## src/rtl/controller_tdma.sv

```systemverilog
// Per-node protocol controller: registered packet-field decoder plus a TDMA slot-gated transmitter
// with CCA retry/backoff and relay. Define CTRL_LFSR_BACKOFF_EN for pseudo-random backoff.
module controller_tdma #(
    parameter int WORD_WIDTH  = 16,
    parameter int NUM_SLOTS   = 16,
    parameter int SLOT_CYCLES = 64,
    parameter int MAX_HOPS    = 8,
    parameter int MAX_RETRY   = 3,
    parameter int BACKOFF_W   = 4
) (
    input  logic                         clk,
    input  logic                         nrst,
    input  logic                         pkt_valid,
    input  logic [2:0]                   fPacketType,
    input  logic [WORD_WIDTH-1:0]        fHopsFromCH,
    input  logic [WORD_WIDTH-1:0]        fChosenCH,
    input  logic [WORD_WIDTH-1:0]        fTimeslot,
    input  logic [WORD_WIDTH-1:0]        destinationID,
    input  logic                         channel_clear,
    input  logic [WORD_WIDTH-1:0]        myTimeslot,
    input  logic [WORD_WIDTH-1:0]        myNodeID,
    input  logic                         role,
    input  logic                         iHaveData,
    input  logic [WORD_WIDTH-1:0]        chosenCH,
    output logic                         en_KCH,
    output logic                         en_MNI,
    output logic                         en_QTU_FMB,
    output logic                         en_neighborTable,
    output logic                         en_reward,
    output logic                         iAmDestination,
    output logic                         okToSend,
    output logic                         tx_drop,
    output logic                         tx_pending,
    output logic [$clog2(NUM_SLOTS)-1:0] slot_idx,
    output logic [1:0]                   tx_state_dbg
);
    localparam int SLOT_W = $clog2(NUM_SLOTS);
    localparam int CYC_W  = $clog2(SLOT_CYCLES);
    localparam int RTY_W  = $clog2(MAX_RETRY + 2);
    localparam int BO_W   = BACKOFF_W + RTY_W + 2;

    typedef enum logic [1:0] {
        ST_IDLE      = 2'd0,
        ST_WAIT_SLOT = 2'd1,
        ST_CCA       = 2'd2,
        ST_BACKOFF   = 2'd3
    } tx_state_t;

    tx_state_t         state_q, state_d;
    logic [CYC_W-1:0]  cyc_q, cyc_d;
    logic [SLOT_W-1:0] slot_q, slot_d, slot_nxt;
    logic [RTY_W-1:0]  retry_q, retry_d, retry_inc;
    logic [BO_W-1:0]   bo_q, bo_d, bo_len;
    logic relay_q, relay_d, mask_q, mask_d, ok_q, ok_d, drop_q, drop_d;
    logic en_kch_q, en_kch_d, en_mni_q, en_mni_d, en_qtu_q, en_qtu_d;
    logic en_nt_q, en_nt_d, en_rw_q, en_rw_d, dest_q, dest_d;
    logic cyc_last, own_now, own_next, pend, relay_set, relay_clr, mask_set, data_me;
    logic unused_fields;

    // fTimeslot is parsed upstream but carries nothing this controller acts on.
    assign unused_fields = ^fTimeslot;

`ifdef CTRL_LFSR_BACKOFF_EN
    logic [15:0] lfsr_q, lfsr_d, lfsr_seed;
    always_comb begin
        lfsr_seed = 16'hACE1 ^ 16'(myNodeID);
        if (lfsr_seed == 16'h0000) lfsr_seed = 16'h0001;
        lfsr_d = {lfsr_q[14:0], lfsr_q[15] ^ lfsr_q[13] ^ lfsr_q[12] ^ lfsr_q[10]};
        bo_len = BO_W'(lfsr_q[BACKOFF_W-1:0]) + BO_W'(1);
    end
`else
    always_comb bo_len = BO_W'(retry_inc) << 2;
`endif

    always_comb begin
        // Slot timebase and own-slot detection; an out-of-range myTimeslot never matches.
        cyc_last  = (cyc_q == CYC_W'(SLOT_CYCLES - 1));
        slot_nxt  = (slot_q == SLOT_W'(NUM_SLOTS - 1)) ? '0 : slot_q + SLOT_W'(1);
        cyc_d     = cyc_last ? '0 : cyc_q + CYC_W'(1);
        slot_d    = cyc_last ? slot_nxt : slot_q;
        own_now   = (WORD_WIDTH'(slot_q) == myTimeslot);
        own_next  = (WORD_WIDTH'(slot_nxt) == myTimeslot);
        retry_inc = retry_q + RTY_W'(1);

        data_me   = pkt_valid && (fPacketType == 3'b101) && (destinationID == myNodeID);
        en_nt_d   = pkt_valid && ((fPacketType == 3'b000) ||
                                  ((fPacketType == 3'b011) && (fChosenCH == chosenCH)));
        en_rw_d   = pkt_valid && ((fPacketType == 3'b000) || (fPacketType == 3'b110));
        en_mni_d  = pkt_valid && ((fPacketType == 3'b001) ||
                                  ((fPacketType == 3'b100) && (destinationID == myNodeID)));
        en_kch_d  = pkt_valid && (((fPacketType == 3'b010) &&
                                   (fHopsFromCH < WORD_WIDTH'(MAX_HOPS))) ||
                                  (fPacketType == 3'b110));
        en_qtu_d  = data_me;
        dest_d    = data_me;
        relay_set = data_me && !role;

        // A local frame that was dropped stays masked until iHaveData deasserts.
        pend      = (iHaveData && !mask_q) || relay_q;

        state_d   = state_q;
        retry_d   = retry_q;
        bo_d      = bo_q;
        ok_d      = 1'b0;
        drop_d    = 1'b0;
        relay_clr = 1'b0;
        mask_set  = 1'b0;
        case (state_q)
            ST_IDLE: begin
                if (pend) state_d = ST_WAIT_SLOT;
            end
            ST_WAIT_SLOT: begin
                if (!pend) begin
                    state_d = ST_IDLE;
                end else if ((cyc_last && own_next) ||
                             (own_now && (cyc_q < CYC_W'(SLOT_CYCLES - 2)))) begin
                    state_d = ST_CCA;
                end
            end
            ST_CCA: begin
                if (cyc_last) begin
                    state_d = ST_WAIT_SLOT;
                end else if (channel_clear) begin
                    ok_d      = 1'b1;
                    relay_clr = relay_q;
                    retry_d   = '0;
                    state_d   = ST_IDLE;
                end else if (retry_q == RTY_W'(MAX_RETRY)) begin
                    drop_d    = 1'b1;
                    relay_clr = relay_q;
                    mask_set  = !relay_q;
                    retry_d   = '0;
                    state_d   = ST_IDLE;
                end else begin
                    retry_d = retry_inc;
                    bo_d    = bo_len;
                    state_d = ST_BACKOFF;
                end
            end
            ST_BACKOFF: begin
                if (cyc_last) begin
                    state_d = ST_WAIT_SLOT;
                end else if (bo_q <= BO_W'(1)) begin
                    state_d = ST_CCA;
                end else begin
                    bo_d = bo_q - BO_W'(1);
                end
            end
            default: state_d = ST_IDLE;
        endcase

        relay_d = (relay_q && !relay_clr) || relay_set;
        mask_d  = mask_set || (mask_q && iHaveData);
    end

    always_ff @(posedge clk) begin
        if (nrst) begin
            state_q  <= ST_IDLE;
            cyc_q    <= '0;
            slot_q   <= '0;
            retry_q  <= '0;
            bo_q     <= '0;
            relay_q  <= 1'b0;
            mask_q   <= 1'b0;
            ok_q     <= 1'b0;
            drop_q   <= 1'b0;
            en_kch_q <= 1'b0;
            en_mni_q <= 1'b0;
            en_qtu_q <= 1'b0;
            en_nt_q  <= 1'b0;
            en_rw_q  <= 1'b0;
            dest_q   <= 1'b0;
`ifdef CTRL_LFSR_BACKOFF_EN
            lfsr_q   <= lfsr_seed;
`endif
        end else begin
            state_q  <= state_d;
            cyc_q    <= cyc_d;
            slot_q   <= slot_d;
            retry_q  <= retry_d;
            bo_q     <= bo_d;
            relay_q  <= relay_d;
            mask_q   <= mask_d;
            ok_q     <= ok_d;
            drop_q   <= drop_d;
            en_kch_q <= en_kch_d;
            en_mni_q <= en_mni_d;
            en_qtu_q <= en_qtu_d;
            en_nt_q  <= en_nt_d;
            en_rw_q  <= en_rw_d;
            dest_q   <= dest_d;
`ifdef CTRL_LFSR_BACKOFF_EN
            lfsr_q   <= lfsr_d;
`endif
        end
    end

    assign en_KCH           = en_kch_q;
    assign en_MNI           = en_mni_q;
    assign en_QTU_FMB       = en_qtu_q;
    assign en_neighborTable = en_nt_q;
    assign en_reward        = en_rw_q;
    assign iAmDestination   = dest_q;
    assign okToSend         = ok_q;
    assign tx_drop          = drop_q;
    assign tx_pending       = iHaveData | relay_q;
    assign slot_idx         = slot_q;
    assign tx_state_dbg     = state_q;
endmodule

```

## config.mk

```make
export PLATFORM = sky130hd
export DESIGN_NAME = controller_tdma
export DESIGN_NICKNAME = d
export VERILOG_FILES = /design/src/rtl/controller_tdma.sv
export SDC_FILE = /design/constraint.sdc
export NUM_CORES = 1
export LEC_CHECK = 0
export CAP_MARGIN = 20
export CELL_PAD_IN_SITES_DETAIL_PLACEMENT = 0
export CELL_PAD_IN_SITES_GLOBAL_PLACEMENT = 1
export CORE_ASPECT_RATIO = 1.75
export CORE_UTILIZATION = 28
export CTS_BUF_LIST = sky130_fd_sc_hd__clkbuf_4 sky130_fd_sc_hd__clkbuf_8 sky130_fd_sc_hd__clkbuf_16
export DETAILED_ROUTE_END_ITERATION = 6
export GPL_TIMING_DRIVEN = 0
export PLACE_DENSITY_LB_ADDON = 0.15
export SYNTH_ARGS = -nofsm -noshare
export SYNTH_HDL_FRONTEND = slang
export SYNTH_SLANG_ARGS = --single-unit
```

## constraint.sdc

```tcl
create_clock -name clk -period 5.2 [get_ports clk]
set_input_delay 0.78 -clock clk [delete_from_list [all_inputs] [get_ports clk]]
set_output_delay 0.78 -clock clk [all_outputs]
set_load 0.005 [all_outputs]
```

Yosys cells after proc, flatten, opt, wreduce, memory -nomap -nowiden
Index checks and enable logic that the tools add are counted.
{"block": "word_totals", "word_cells": 112, "inputBits": 121, "ff_bits": 33, "output_inout_bits": 15}
{"block": "op_classes", "n_bitwise": 3, "mux": 28, "eq_ne": 24, "order_cmp": 3, "addsub": 4, "reduce_logical": 36}
{"operator": "$mux W9", "n": 5}
{"operator": "$eq A16 B16 Y1", "n": 2}
{"operator": "$eq A4 B16 Y1", "n": 2}
{"operator": "$pmux W9 S2", "n": 1}
{"operator": "$lt A16 B4 Y1 const B", "n": 1}
{"operator": "$mux W2", "n": 8}
{"operator": "$logic_and A1 B1 Y1", "n": 15}
{"operator": "$ne A2 B2 Y1 const B", "n": 6}
{"operator": "$mux W1", "n": 10}
{"operator": "$eq A3 B2 Y1 const B", "n": 3}
{"operator": "$eq A3 B3 Y1 const B", "n": 3}
{"operator": "$le A9 B1 Y1 const B", "n": 1}
{"operator": "$sub A9 B1 Y9 const B", "n": 1}
{"operator": "$logic_or A1 B1 Y1", "n": 8}
{"operator": "$pmux W2 S4", "n": 1}
{"operator": "$add A6 B1 Y6 const B", "n": 1}
{"operator": "$eq A6 B6 Y1 const B", "n": 1}
{"operator": "$lt A6 B6 Y1 const B", "n": 1}
{"operator": "$mux W3", "n": 2}
{"operator": "$ne A3 B3 Y1 const B", "n": 2}
{"operator": "$reduce_and A6 Y1", "n": 1}
{"operator": "$add A4 B1 Y4 const B", "n": 1}
{"operator": "$eq A2 B2 Y1 const B", "n": 2}
{"operator": "$eq A4 B4 Y1 const B", "n": 1}
{"operator": "15 further kinds", "n": 19}

Longest topological paths before layout
Gate-level depths: netlist of the first run.
{"block": "depth", "ltp_word": 8, "ltp_mapped": 7, "depth_no_buf": 7}

Least setup slack after synthesis of the first run
No wires, ideal clock.
{"block": "synth_timing", "path_type": "input to register", "from": "input channel_clear", "to": "register bo_q[7]", "path_slack_ps": 3200, "setup_time_ps": 71, "arrival_time_ps": 1929, "path_buffers": 0, "required_ps": 5129, "cell_stages": 5, "path_cell_list": "o21ba_4 a41oi_4 nand3_4 or4_1 a21oi_1"}
{"block": "synth_between", "elab_chain_len": 2}
{"element": "from (decl)", "line": "19", "rtl": "input logic channel_clear,"}
{"element": "$ne A2 B2 Y1 (no line)"}
{"element": "$reduce_and A6 Y1 (no line)"}
{"element": "to (signal assigned)", "line": "181", "rtl": "bo_q <= bo_d;"}
{"element": "to (decl)", "line": "53", "rtl": "logic [BO_W-1:0] bo_q, bo_d, bo_len;"}
Every way passes these cells.
A chain may end at the register's enable or synchronous reset.

Final worst setup path of the first run
{"block": "layout_timing", "from": "input iHaveData", "to": "output tx_pending"}
{"block": "layout_between", "elab_chain_len": 1}
{"element": "from (decl)", "line": "23", "rtl": "input logic iHaveData,"}
{"element": "$or A1 B1 Y1", "line": "206", "rtl": "assign tx_pending = iHaveData | relay_q;"}
{"element": "to (decl)", "line": "33", "rtl": "output logic tx_pending,"}
Every way passes these cells.

==> impl_results.md, run 1 <==
* Hold WS at 0.466 ns
* # IOs at 136
* Final min period at 2.74 ns
* Clk sink count at 33
* Slew Limit Fails at 0
* CP top delay family: buffers and inverters
* Max-Cap Viols at 0
* Total Wirelength at 6650 µm
* Wire length per cell at 14.0 µm
* Finished Layout Cells at 474
* Die width at 69.1 µm
* Core area at 0.00762 mm²
* Cell row count at 42
* Cell Pwr Density at 206 mW/mm²
* Layout cells sized above 1 at 0.0622
* Clk buf depth at 2
* Worst Clk Skew at 0.00480 ns
* # Post-CTS Setup Buffers at 0
* Post-synth EDFFs at 0
* DRC violations left at 0
* Crit path buf inv count at 2
* Hpwl dp at 5640 µm
* Clk root buf: clkbuf_16
* Synth cell types at 53
* First-pass GRT wire length at 11100 µm
* Yosys synthesis warning count at 0
* Clk slew on worst S/H paths at 0.05 ns
* Setup TNS at 0 ns
* Max Freq at 365 MHz
* Leak pwr at 0.00132 µW
* Worst path max stage delay at 0.45 ns
* CP max stage cell: clkdlybuf4s50_1
* Layout filler cell count at 766
* H-tree depth at 2
* Commonest non-fill, non-tap cells in the layout: 115 x clkdlybuf4s50_1, 35 x nor2_1, 33 x xnor2_1, 33 x dfxtp_1, 15 x a21oi_1
* Later-pin clock latency in the skew report at 0.28 ns
* Top FF cell, synth: dfxtp_1
* ANT cells at 0
* Required @ worst endpoint at 4.42 ns
* Post_cts resized at 0
* Initial Util at 0.289
* GRT Residual Overflow at 0
* Layout Nets at 513
* Final Cycle Share at 0.527
* CP Cell Sequence: clkdlybuf4s50_1 -> or2_2 -> clkdlybuf4s50_1
* Crit end category: output pin
* Critical Path Most Common Cell: clkdlybuf4s50_1
* Via count at 2327
* DRT iter0 DRCs at 43
* DRT antenna net count at 0
* Routability cong. at 0.826
* Vias in the first global route at 2442
* Final Power at 745 µW
* Largest net degree at the start of global routing at 11
* Max-slew headroom at 0.522
* Syn Inst Count at 263
* Post-synth ARST share at 0
* DIE AREA at 0.00825 mm²
* Startpoint Class: input pin
* Post-Syn Nets at 391
* Final-report hold violation count at 0
* VDD IR max at 0.121 mV
* GRT Util Overall at 0.174
* Commonest non-fill, non-tap cell in the layout: clkdlybuf4s50_1
* Post-CTS Hold Buffers at 0
* Die Y at 119 µm
* Mapped Area at 0.00221 mm²
* Mean Syn Cell Area at 8.39 µm²
* Syn-to-layout area delta at 64.3%
* Synth Register Bits at 33
* Worst slew pin tran at 0.712 ns
* Critical Path AT at 1.96 ns
* Critical path fanouts, max at 3
* Hold WC Path Type: reg -> reg
* Register area share after synthesis at 0.299
* Status: complete, no violations
* Drt first pass iters at 4
* Initial antenna violation count at 0
* RSZ-0062 raised after global routing: no
* Setup slack, reg-to-reg at 3.07 ns
* I/O Buffers at 115
* Final setup fails at 0
* Crit Path Class: in -> out
* Vias per inst at 4.91
* Inst Count DP at 466
* CTS tree: done
* TritonCTS Buffers at 5
-- registers in the layout, summed over array words and instances, names as in the netlist --
register / flops
en_reward: 1
en_MNI: 1
tx_state_dbg: 2
en_neighborTable: 1
slot_idx: 4
relay_q: 1
iAmDestination: 1
en_KCH: 1
bo_q: 9
okToSend: 1
tx_drop: 1
cyc_q: 6
retry_q: 3
mask_q: 1
-- logic make-up (layout without fill, tap and decap cells) --
logic type               after synthesis  count (layout)  share of synthesized area
flip-flops                            33              33                      0.299
XOR/XNOR                              46              46                      0.183
AO/OA/AOI/OAI                         47              47                      0.153
adder cells (fa/ha/maj)                7               7                     0.0397
AND/OR/NAND/NOR                      110             110                      0.273
buffers and inverters                 18             141                     0.0431
multiplexers                           2               2                    0.00964
-- report_power, final --
| group | total [µW] | internal, µW | switching, µW |
|---|---|---|---|
| Combinational | 170 | 112 | 58.5 |
| Clock | 310 | 202 | 107 |
| Sequential | 265 | 260 | 5.92 |
-- layout make-up --
| class | instances | area, µm² | area share |
|---|---|---|---|
| Clock inverter | 1 | 5.00 | 0.00138 |
| Clock buffer | 7 | 153 | 0.0421 |
| Timing Repair Buffer | 115 | 1150 | 0.318 |
| Sequential cell | 33 | 661 | 0.182 |
| Tap cell | 88 | 110 | 0.0304 |
| Buffer | 10 | 65.1 | 0.0179 |
| Multi-Input combinational cell | 212 | 1450 | 0.400 |
| Inverter | 8 | 30.0 | 0.00828 |
-- cells in the mapped netlist (3+ instances only) --
cell / instances / area [µm²]
a21oi_1: 15 / 75.1
a31oi_1: 3 / 18.8
a41oi_1: 3 / 26.3
buf_6: 3 / 33.8
clkbuf_1: 5 / 18.8
dfxtp_1: 33 / 661
ha_1: 7 / 87.6
inv_1: 8 / 30.0
nand2_1: 10 / 37.5
nand3_1: 8 / 40.0
nand4_1: 10 / 62.6
nor2_1: 35 / 131
nor3_1: 11 / 55.1
nor3b_1: 6 / 45.0
nor4_1: 7 / 43.8
nor4b_1: 3 / 26.3
o21ai_0: 7 / 35.0
o21bai_1: 3 / 22.5
or2_2: 3 / 18.8
xnor2_1: 33 / 289
xor2_1: 13 / 114
-- routing by layer --
metal  track usage  up-vias  share of wire
li1              -     1182              -
met1         0.167     1034           0.36
met2         0.336      103           0.55
met3        0.0406        8          0.069
met4        0.0829        0          0.028
met5             0        -              0
-- worst paths after layout --
check	start	to	depth (start not counted)
max reg2reg	retry_q[0]	bo_q[7]	7
max	iHaveData	tx_pending	3
min	cyc_q[0]	cyc_q[0]	1
min reg2reg	cyc_q[0]	cyc_q[0]	1
-- metrics by stage --
stage	instance area, µm²	setup slack [ns]	utilization
finish	3620	2.46	0.476
detailed placement	3470	2.45	0.455
global placement	3470	2.45	0.455
floorplan	2210	3.20	-
CTS	3620	2.44	0.476
global route	3620	2.43	0.476
No activity file was read; power rests on OpenSTA's default activity.
==> run 2, diff against run 1 <==
--- a/config.mk
+++ b/config.mk
@@ -9,7 +9,7 @@
 export CELL_PAD_IN_SITES_DETAIL_PLACEMENT = 0
 export CELL_PAD_IN_SITES_GLOBAL_PLACEMENT = 1
 export CORE_ASPECT_RATIO = 1.75
-export CORE_UTILIZATION = 28
+export CORE_UTILIZATION = 23
 export CTS_BUF_LIST = sky130_fd_sc_hd__clkbuf_4 sky130_fd_sc_hd__clkbuf_8 sky130_fd_sc_hd__clkbuf_16
 export DETAILED_ROUTE_END_ITERATION = 6
 export GPL_TIMING_DRIVEN = 0
==> constraint.sdc (replaced) <==
create_clock -name clk -period 2.2 [get_ports clk]
set_input_delay 0.33 -clock clk [delete_from_list [all_inputs] [get_ports clk]]
set_output_delay 0.33 -clock clk [all_outputs]
set_load 0.005 [all_outputs]
==> run 2 against run 1 <==
Critical path depth is 5 higher. Register-to-register slack lost 2.9 ns. Power rose by 130%. Setup slack lost 2.3 ns. First-iteration DRC count grew 42%. Highest routed layer unchanged. Clock power up 130%. Clock-buffer cell count unchanged. Combinational power is 140% higher. Clock skew is 0.0014 ns lower. Sequential power rose by 140%.
==> impl_results.md, run 2 (same netlist as run 1, synthesis figures left out) <==
* Commonest non-fill, non-tap cell in the layout: clkdlybuf4s50_1
* Max FFs per register at 9
* Commonest non-fill, non-tap cells in the layout: 115 x clkdlybuf4s50_1, 35 x nor2_1, 33 x xnor2_1
* Final setup fails at 0
* Core area at 0.00921 mm²
* Pre-CTS setup slack at -0.132 ns
* Crit Path Class: reg -> reg
* Cell row count at 46
* Status: complete, no violations
* CTS tree: done
* Clk buf depth at 2
* DRC violations left at 0
* Reg area at 663 µm²
* Endpoint, Worst Hold: tx_drop
* Cell Pwr Density at 472 mW/mm²
* Worst slew pin tran at 0.530 ns
* Layout Nets at 515
* Max Freq at 494 MHz
* Post-route cell area at 0.00368 mm²
* Max-Cap Viols at 0
* Wire length per cell at 13.5 µm
* Critical path fanouts, max at 8
* Via count at 2291
* Vias in the first global route at 2483
* Final-report hold violation count at 0
* RSZ-0062 raised after global routing: no
* Worst Clk Skew at 0.00342 ns
* Largest net degree at the start of global routing at 11
* VDD IR max at 0.276 mV
* GRT Util Overall at 0.146
* CP max stage cell: dfxtp_1
* Critical Path AT at 2.19 ns
* Hold Path Depth at 2
* Hpwl dp at 5880 µm
* Drt first pass iters at 4
* Multi-input gate area at 0.00146 mm²
* R2R depth at 8
* Placed Area at 0.00351 mm²
* Clk slew on worst S/H paths at 0.05 ns
* Startpoint Class: flip-flop
* Clk root buf: clkbuf_16
* Largest reg by FF count: bo_q
* RR Endpoint: bo_q[8]
* H-tree depth at 2
* CP Cell Sequence: ha_1 -> ha_2 -> o21ba_4 -> a41oi_4 -> nand3_4 -> buf_4 -> nor2_1 -> mux2_1
* Hold WC Path Type: in -> reg
* Post-CTS Hold Buffers at 0
* Syn-to-layout area delta at 66.8%
* DRT iter0 DRCs at 61
* Required @ worst endpoint at 2.36 ns
* Layout filler cell count at 1003
* Setup slack after layout at 0.177 ns
* ANT cells at 0
* Crit path buf inv count at 1
* GRT Residual Overflow at 0
* Final min period at 2.02 ns
* Slew Limit Fails at 0
* Initial antenna violation count at 0
* Routability cong. at 0.757
* DIE AREA at 0.0100 mm²
* Setup slack, reg-to-reg at 0.18 ns
* # IOs at 136
* Clk sink count at 33
* Worst path max stage delay at 0.33 ns
* Later-pin clock latency in the skew report at 0.28 ns
* CP top delay family: compound AO/OA/AOI/OAI gates
* Vias per inst at 4.52
* Post-Route Utilization at 0.399
* I/O Buffers at 115
* Die Y at 132 µm
* Layout cells sized above 1 at 0.0749
* Max-slew headroom at 0.646
* Hold WS at 0.278 ns
* Crit end category: flip-flop
* Hold_sp: nrst
* Final Cycle Share at 0.920
* Worst r2r src: retry_q[0]
* Initial Util at 0.240
* First-pass GRT wire length at 11600 µm
* Total Wirelength at 6840 µm
* TritonCTS Buffers at 5
* DRT antenna net count at 0
* Leak pwr at 0.00132 µW
* Die width at 76.0 µm
run 2: changes by cell type in the layout (fill, tap and decap cells not counted), sizes merged:
cell,change
buf,+2
clkinv,-1
run 2: worst register-to-register path, cell delays in order (launching register included):
cell and delay, ns:
dfxtp_1 0.33, ha_1 0.22, ha_2 0.21, o21ba_4 0.21, a41oi_4 0.23, nand3_4 0.10, buf_4 0.18, nor2_1 0.11
mux2_1 0.32
run 2: repair_timing:
action | 4_1_cts | 5_1_grt
setup buffers | 0 | 2
resized for setup | 0 | 5
setup endpoints to repair | 0 | 4
hold endpoints to repair | 0 | 0
run 2: metrics by stage:
stage | total power [µW] | cells | setup TNS [ns]
final | 1740 | 507 | 0
after global routing | 1820 | 507 | 0
after CTS | 1760 | 505 | 0
after detailed placement | 1050 | 498 | -0.132
after global placement | 1040 | 498 | -0.113
after floorplan | 803 | 263 | 0
run 2: worst max-delay path by stage:
stage               cells past startpoint              end          start  slack [ns]
floorplan                               7          bo_q[7]     retry_q[0]        0.25
CTS                                     7          bo_q[7]     retry_q[0]        0.03
detailed placement                      6          bo_q[7]  channel_clear       -0.13
global placement                        6          bo_q[7]  channel_clear       -0.11
global route                            6  tx_state_dbg[0]    slot_idx[1]       0.008
finish                                  8          bo_q[8]     retry_q[0]        0.18
run 2: area by class of cell:
cell class	count	area share
clock buffer	7	0.0398
tap	120	0.0408
buffer	10	0.0177
timing repair buffer	117	0.317
multi-input combinational	212	0.396
sequential	33	0.180
inverter	8	0.00816
run 2: routing by layer:
layer | routed length [µm] | global-route usage
met4 | 128 | 0.0566
met2 | 4020 | 0.301
met1 | 2210 | 0.125
met3 | 484 | 0.0451
met5 | 0 | 0
run 2: power by group:
group          leakage (µW)  switching [µW]  total [µW]  internal (µW)
logic              0.000977             140         409            269
registers          0.000268            13.9         627            614
clock network     0.0000734             243         699            456
total               0.00132             397        1740           1340
==> run 3, diff against run 2 <==
--- a/config.mk
+++ b/config.mk
@@ -13,6 +13,7 @@
 export CTS_BUF_LIST = sky130_fd_sc_hd__clkbuf_4 sky130_fd_sc_hd__clkbuf_8 sky130_fd_sc_hd__clkbuf_16
 export DETAILED_ROUTE_END_ITERATION = 6
 export GPL_TIMING_DRIVEN = 0
+export MAX_ROUTING_LAYER = met4
 export PLACE_DENSITY_LB_ADDON = 0.15
 export SYNTH_ARGS = -nofsm -noshare
 export SYNTH_HDL_FRONTEND = slang
==> run 3 against run 2 <==
First-iteration DRC count down 4.9%. Setup slack improved by 0.00057 ns. Maximum frequency about the same. Via count decreased by 0.44%. Routed wire length increased by 0.22%. Critical path type unchanged.
==> impl_results.md, run 3 (same netlist as run 1, synthesis figures left out) <==
* Drt first pass iters at 4
* Initial Util at 0.240
* Largest reg by FF count: bo_q
* Max-Cap Viols at 0
* GRT Util Overall at 0.151
* Status: complete, no violations
* TritonCTS Buffers at 5
* Clk slew on worst S/H paths at 0.05 ns
* DRT antenna net count at 0
* Hold WS at 0.278 ns
* Syn-to-layout area delta at 66.8%
* Later-pin clock latency in the skew report at 0.28 ns
* DRT iter0 DRCs at 58
* Max-slew headroom at 0.648
* Placed Area at 0.00351 mm²
* Critical path fanouts, max at 8
* I/O Buffers at 115
* Hpwl dp at 5880 µm
* Critical Path AT at 2.19 ns
* ANT cells at 0
* Vias in the first global route at 2475
* Worst slew pin tran at 0.529 ns
* # IOs at 136
* Inst Count DP at 498
* Hold WC Path Type: in -> reg
* DRC violations left at 0
* Die Y at 132 µm
* VDD IR max at 0.276 mV
* Layout Nets at 515
* Clk sink count at 33
* Vias per inst at 4.50
* Worst Clk Skew at 0.00341 ns
* Commonest non-fill, non-tap cell in the layout: clkdlybuf4s50_1
* CP startpoint: retry_q[0]
* Via count at 2281
* Startpoint Class: flip-flop
* Slew Limit Fails at 0
* Final Cycle Share at 0.919
* Crit Path Class: reg -> reg
* Max FFs per register at 9
* Core area at 0.00921 mm²
* Wire length per cell at 13.5 µm
* CTS tree: done
* Cell Pwr Density at 472 mW/mm²
* Max Freq at 494 MHz
* Layout cells sized above 1 at 0.0749
* Final min period at 2.02 ns
* Post-route cell area at 0.00368 mm²
* Total Wirelength at 6860 µm
* Initial antenna violation count at 0
* Required @ worst endpoint at 2.36 ns
* Leak pwr at 0.00132 µW
* Crit end category: flip-flop
* Routability cong. at 0.767
* Hold_sp: nrst
* Commonest non-fill, non-tap cells in the layout: 115 x clkdlybuf4s50_1, 35 x nor2_1, 33 x xnor2_1
* Clk buf depth at 2
* First-pass GRT wire length at 11600 µm
* RSZ-0062 raised after global routing: no
* Worst r2r src: retry_q[0]
* Final setup fails at 0
* Cell row count at 46
* Post-CTS Hold Buffers at 0
* DIE AREA at 0.0100 mm²
* H-tree depth at 2
* Die width at 76.0 µm
* Finished Layout Cells at 507
* GRT Residual Overflow at 0
* Final-report hold violation count at 0
* Clk root buf: clkbuf_16
* Largest net degree at the start of global routing at 11
* Layout filler cell count at 1003
[run 3: final timing paths]
path,to,slack (ns),cells after the start
worst max-delay path,bo_q[8],0.18,8
worst min-delay path,tx_drop,0.28,2
worst max register to register,bo_q[8],0.18,8
worst min register to register,cyc_q[0],0.47,1
[run 3: timing repair]
action	4_1_cts	5_1_grt
setup endpoints to repair	0	4
buffers inserted	0	2
resized for setup	0	5
[run 3: cell type report]
cell class	instances	area, µm²	share of cell area
clock buffer	7	146	0.0398
sequential	33	663	0.180
tap	120	150	0.0408
buffer	10	65.1	0.0177
timing repair buffer	117	1170	0.317
multi-input combinational	212	1460	0.396
inverter	8	30.0	0.00816
[run 3: per-layer routing]
metal  GRT usage  up-vias  share of wire
li1            -     1177              -
met1       0.133     1014           0.34
met2       0.302       83           0.59
met3      0.0347        7          0.057
met4      0.0545        0          0.019
met5           -        -              0
[run 3: stage by stage]
stage | setup slack, ns | utilization | TNS [ns] | total power [µW]
2_1_floorplan | 0.247 | - | 0 | 803
5_1_grt | 0.00825 | 0.399 | 0 | 1820
4_1_cts | 0.0298 | 0.397 | 0 | 1760
6_report | 0.177 | 0.399 | 0 | 1740
3_5_place_dp | -0.132 | 0.381 | -0.132 | 1050
3_3_place_gp | -0.113 | 0.381 | -0.113 | 1040
[run 3: critical path: stages, from the launching register on]
cell     delay, ns
dfxtp_1       0.33
ha_1          0.22
ha_2          0.21
o21ba_4       0.21
a41oi_4       0.23
nand3_4       0.10
buf_4         0.18
nor2_1        0.11
mux2_1        0.32
[run 3: report_power, final]
part	switching, µW	internal, µW
clock network	244	456
registers	13.9	614
logic	140	269
total	397	1340
